--- config.mk ---
export PLATFORM = sky130hd
export DESIGN_NAME = capture_readback
export DESIGN_NICKNAME = d
export VERILOG_FILES = /design/src/rtl/capture_readback.sv
export SDC_FILE = /design/constraint.sdc
export NUM_CORES = 1
export LEC_CHECK = 0
export CAP_MARGIN = 30
export CORE_MARGIN = 1
export CORE_UTILIZATION = 45
export CTS_CLUSTER_DIAMETER = 120
export DETAILED_ROUTE_END_ITERATION = 8
export HOLD_SLACK_MARGIN = 0.03
export PLACE_DENSITY = 0.89
export SKIP_CTS_REPAIR_TIMING = 1
export SLEW_MARGIN = 20
export SYNTH_ARGS = -nofsm -noshare
export SYNTH_HDL_FRONTEND = slang
export SYNTH_SLANG_ARGS = --single-unit
--- constraint.sdc ---
create_clock -name clock -period 2.3 [get_ports clock]
set_input_delay 0.23 -clock clock [delete_from_list [all_inputs] [get_ports clock]]
set_output_delay 0.23 -clock clock [all_outputs]
set_load 0.02 [all_outputs]
--- src/rtl/capture_readback.sv ---
// Read side of the sample-capture buffer: sweeps the BRAM read address over one
// record and streams each stored sample to a valid/ready sink.
//
// state | meaning
// IDLE  | waiting for a start edge while a full record is held
// ISSUE | read strobe high for the current address
// WAIT  | BRAM data arriving, latched into the output register
// SEND  | o_valid held until the sink accepts the sample
// DONE  | one-cycle completion pulse, address back to 0
module capture_readback #(
  parameter int NB_ADDR = 11,
  parameter int NB_DATA = 13,
  parameter int N_WORDS = 2046
) (
  input  logic               clock,
  input  logic               i_reset,
  input  logic               i_start,
  input  logic               i_mem_full,
  input  logic [NB_DATA-1:0] i_bram_data,
  input  logic               i_ready,
  output logic [NB_ADDR-1:0] o_read_addr,
  output logic               o_read_ena,
  output logic [NB_DATA-1:0] o_data,
  output logic               o_valid,
  output logic               o_busy,
  output logic               o_done
);

  typedef enum logic [2:0] {IDLE, ISSUE, WAIT, SEND, DONE} state_t;

  localparam logic [NB_ADDR-1:0] LAST_ADDR = NB_ADDR'(N_WORDS - 1);

  state_t             state_q, state_d;
  logic [NB_ADDR-1:0] addr_q, addr_d;
  logic               ena_q, ena_d;
  logic [NB_DATA-1:0] data_q, data_d;
  logic               valid_q, valid_d;
  logic               busy_q, busy_d;
  logic               done_q, done_d;
  logic               start_q, start_d;
  logic               start_edge;

  assign start_edge = i_start & ~start_q;

  always_comb begin
    state_d = state_q;
    addr_d  = addr_q;
    ena_d   = 1'b0;
    data_d  = data_q;
    valid_d = valid_q;
    done_d  = 1'b0;
    start_d = i_start;
    case (state_q)
      IDLE: begin
        addr_d  = '0;
        valid_d = 1'b0;
        if (start_edge && i_mem_full) begin
          state_d = ISSUE;
          ena_d   = 1'b1;
        end
      end
      ISSUE: state_d = WAIT;
      WAIT: begin
        data_d  = i_bram_data;
        valid_d = 1'b1;
        state_d = SEND;
      end
      SEND: begin
        if (i_ready) begin
          valid_d = 1'b0;
          if (addr_q == LAST_ADDR) begin
            state_d = DONE;
            done_d  = 1'b1;
          end else begin
            addr_d  = addr_q + NB_ADDR'(1);
            state_d = ISSUE;
            ena_d   = 1'b1;
          end
        end
      end
      DONE: begin
        addr_d  = '0;
        state_d = IDLE;
      end
      default: state_d = IDLE;
    endcase
    busy_d = (state_d != IDLE);
  end

  // start_q resets high so a switch already on at reset release is not an edge
  always_ff @(posedge clock or negedge i_reset) begin
    if (!i_reset) begin
      state_q <= IDLE;
      addr_q  <= '0;
      ena_q   <= 1'b0;
      data_q  <= '0;
      valid_q <= 1'b0;
      busy_q  <= 1'b0;
      done_q  <= 1'b0;
      start_q <= 1'b1;
    end else begin
      state_q <= state_d;
      addr_q  <= addr_d;
      ena_q   <= ena_d;
      data_q  <= data_d;
      valid_q <= valid_d;
      busy_q  <= busy_d;
      done_q  <= done_d;
      start_q <= start_d;
    end
  end

  assign o_read_addr = addr_q;
  assign o_read_ena  = ena_q;
  assign o_data      = data_q;
  assign o_valid     = valid_q;
  assign o_busy      = busy_q;
  assign o_done      = done_q;

endmodule

# After elaboration in Yosys (flattened, before gate mapping)
# Cells that the tools add are included.
# op_classes
addsub,1
multipliers,0
div_mod_pow,0
order_cmp,0
eq_ne,7
shifts,0
muxes,16
n_bitwise,2
reduce_logical,8
# op_table
op,count
11-bit two-way mux,2
11-bit case mux with 2 select lines,1
3-bit case mux with 4 select lines,1
11-bit by 1-bit adder with 11-bit output (second input constant),1
11-bit equality test (second input constant),1
3-bit two-way mux,3
1-bit two-way mux,7
3-bit by 2-bit equality test with 1-bit output (second input constant),2
3-bit nonzero test,2
2-bit inequality test (second input constant),2
3-bit by 1-bit equality test with 1-bit output (second input constant),1
3-bit equality test (second input constant),1
3-bit zero test,1
1-bit case mux with 3 select lines,1
3-bit AND reduction,1
1-bit case mux with 2 select lines,1
2-bit AND reduction,1
2-bit nonzero test,1
2-bit OR reduction,1
1-bit AND,1
1-bit logical AND,1
1-bit inverter,1
# totals
regBits,32
latchBits,0
ram_bits,0
mem_bits_ro,0
input_bits,18
out_inout_bits,28
word_cells,42
memories,0

# Longest topological paths before layout
# logic_depth
word_depth,6
mapped_depth,6
depth_no_buf,6

# Worst setup path after synthesis
# OpenSTA, ideal clock, no wires.
# synth_path
path_kind,reg2reg
start,reg addr_q[1] (netlist: o_read_addr[1])
end,reg addr_q[6] (netlist: o_read_addr[6])
setup_ns,0.078
arrival_time_ns,1.692
required_ns,2.222
setup_slack_ns,0.530
stages_incl_launch_ff,7
path_buffers,0
period_less_slack_ns,1.770
cell_sequence,dfrtp_1 inv_1 ha_1 and4_1 a211o_1 or3_1 a21oi_1
# synth_between
elab_chain_cells,4
elab_cells_between_ends,7
classes_between,1 x add/sub; 2 x eq/ne; 3 x mux; 1 x reduce/logical
# synth_rtl
item,line_no,source
from (decl),34,"logic [NB_ADDR-1:0] addr_q, addr_d;"
from (signal assigned),103,addr_q <= addr_d;
11-bit by 1-bit adder with 11-bit output,75,addr_d = addr_q + NB_ADDR'(1);
11-bit two-way mux,71,if (addr_q == LAST_ADDR) begin
11-bit two-way mux,69,if (i_ready) begin
11-bit case mux with 2 select lines,53,case (state_q)
# Parallel ways exist; a longest one is shown, timed or not. The select of a mux whose other input is x is not followed.
# A chain may end at the register's enable or synchronous reset.

# Worst setup path in the final report
# Ends and elaborated chain as after synthesis.

==> flow_summary.json <==
{
  "run_status": "finished clean",
  "synth-async-reset-ratio_pct": 100,
  "drive_above_1_share_pct": 16.7,
  "portBuffers": 45,
  "fin_hold_ws_ns": 0.287,
  "synth_cells": 112,
  "fin_setup_tns_ns": 0,
  "synth_top_area_share_pct": 54.5,
  "grt_pass1_wl_um": 4930,
  "slowest_stage": "dfrtp_1",
  "seqCellArea_um2": 802,
  "dp_hpwl_um": 2130,
  "hp-class": "in -> async",
  "cp_max_fo": 5,
  "clock_path_buffers": 2,
  "synth_area_leaders": "dfrtp_1, mux2_2, nor2_1",
  "finalCritPeriodShare_pct": 77.9,
  "clock_latency_ns": 0.33,
  "cts_tree": "done",
  "grtUsageTotal_pct": 19.8,
  "synth_edf_count": 0,
  "ys_ff_latch": 32,
  "slew_headroom_pct": 47.8,
  "met3_usage_pct": 7.14,
  "p_per_area_nw_per_um2": 1160,
  "ant_nets": 0,
  "grt_pass1_vias": 1063,
  "diodes": 0,
  "cts_root_buffer": "clkbuf_4",
  "cts.sinks": 32,
  "htreeDepth": 2,
  "syn-cell-area_um2": 1420,
  "final_nets": 181,
  "crit_start": "o_read_addr[1]",
  "fillerInstances": 249,
  "met2_usage_pct": 33.7,
  "ir_drop_uv": 548,
  "cap_violations": 0,
  "drc": 0,
  "routed_wl_um": 2970,
  "critPathKind": "reg -> reg",
  "grt_start_max_net_pins": 33,
  "slowest_delay_ns": 0.43,
  "die_h_um": 58.3,
  "dieArea_um2": 3390,
  "max_freq_ghz": 0.558,
  "setup_viol": 0,
  "clk_pin_slew_worst_paths_ns": 0.09,
  "reg2reg_from": "o_read_addr[1]",
  "min_period_ns": 1.79,
  "io_pins": 46,
  "use_met1_pct": 23.3,
  "vias": 1094,
  "wire_per_inst_um": 14.4,
  "synth.net_count": 132,
  "critPathArrivalTime_ns": 2.05,
  "antenna_found_initial": 0,
  "gp_congestion": 0.888,
  "rows": 20,
  "synth_common_cells": "dfrtp_1, mux2_2, nor2_1",
  "power.leakage_nw": 0.819,
  "synth-main-ff-cell": "dfrtp_1",
  "synth_top_cell_by_area": "dfrtp_1",
  "grt_overflow_total": 0,
  "crit_chain": "inv_1, ha_1, and4_1, a211o_1, or3_1, a21oi_1",
  "yosysWarnings": 0,
  "skew_ns": 0.00591,
  "dr.pass1.iters": 4,
  "routed_via_density": 5.31,
  "slew_violations": 0,
  "hold_violations": 0,
  "endpoint_kind": "flop",
  "synth.most_common_cell": "dfrtp_1",
  "initial_core_util_pct": 47.0,
  "worstMarginPinSlew_ns": 0.780,
  "top_usage_layer": "met2",
  "rsz0062_at_grt": "no",
  "tritoncts.num_buffers": 5,
  "synth_cell_types": 37,
  "syn_avg_cell_area_um2": 12.7,
  "synthToLayoutAreaGrowth_pct": 39.7,
  "worst_setup_path_start_kind": "flop",
  "placeableCoreArea_um2": 3030,
  "cp_data_required_time_ns": 2.55,
  "synth_seq_area_share_pct": 56.3,
  "drtIter0Drc": 21,
  "die_w_um": 58.3,
  "multi_input_area_um2": 594
}
==> routing by layer <==
layer	share of wire [%]	routed length [um]
met1	40	1190
met2	50	1490
met3	8.3	246
met4	1.2	36
met5	0	0
==> worst max-delay path, delay by kind of cell (launching register included) <==
| family | cells | cell delay [ns] |
|---|---|---|
| buf+inv | 1 | 0.08 |
| simple gates | 2 | 0.57 |
| fa+ha+maj | 1 | 0.19 |
| flops | 1 | 0.43 |
| compound gates | 2 | 0.45 |
==> state kept, by name, summed over array words and instances, names as in the netlist <==
signal	cells
state_q	3
o_data	13
start_q	1
o_done	1
o_read_ena	1
o_read_addr	11
o_valid	1
o_busy	1
==> layout by cell type (no fill, tap or decap), types with 2 or more instances in the layout <==
cell,count
nand4_1,3
nor3_1,3
mux2_1,2
mux2_2,12
a21oi_1,4
nand3_1,5
clkdlybuf4s50_1,45
nor4_1,2
dfrtp_1,31
mux2i_1,3
clkbuf_4,5
ha_1,2
o21ai_0,5
xor2_1,2
nor2_1,9
xnor2_1,2
nand2_1,4
==> cells by family after synthesis <==
kind of cell             share of synthesized area (%)
XOR/XNOR                                          2.46
flip-flops                                        56.3
buffers and inverters                             1.93
AND/OR/NAND/NOR                                   15.3
AO/OA/AOI/OAI                                     9.05
multiplexers                                      13.2
adder cells (fa/ha/maj)                           1.76
==> power breakdown <==
group          leakage [nW]  internal (mW)  total, mW  switching, mW
logic                 0.380          0.524      0.999          0.475
registers             0.397          0.747      0.898          0.151
clock network        0.0422          0.228      0.412          0.184
==> cell type report <==
type,instances,area share [%]
Inverter,1,0.189
Tap cell,44,2.77
Clock inverter,2,1.76
Timing Repair Buffer,46,23.0
Sequential cell,32,40.3
Multi-Input combinational cell,75,29.9
Clock buffer,6,2.08
==> final timing paths <==
path,endpoint,slack [ns],depth (start not counted)
setup / recovery,o_read_addr[6],0.51,6
hold / removal,o_data[2],0.29,2
setup reg to reg,o_read_addr[6],0.51,6
hold reg to reg,o_data[2],0.50,1
max in group asynchronous,start_q,1.70,2
min in group clock,start_q,0.32,1
==> metrics by stage <==
| step | cells | instance area, um^2 | power, mW | utilization (%) | setup WS [ns] |
|---|---|---|---|---|---|
| 6_report | 206 | 1990 | 2.31 | 65.7 | 0.509 |
| 5_1_grt | 206 | 1990 | 2.46 | 65.7 | 0.374 |
| 4_1_cts | 206 | 1990 | 2.34 | 65.7 | 0.494 |
| 3_5_place_dp | 198 | 1910 | 1.92 | 63.2 | 0.505 |
| 3_3_place_gp | 198 | 1910 | 1.87 | 63.2 | 0.564 |
| 2_1_floorplan | 112 | 1420 | 1.49 | - | 0.530 |
Note: power is estimated with default switching activity, not from simulation.
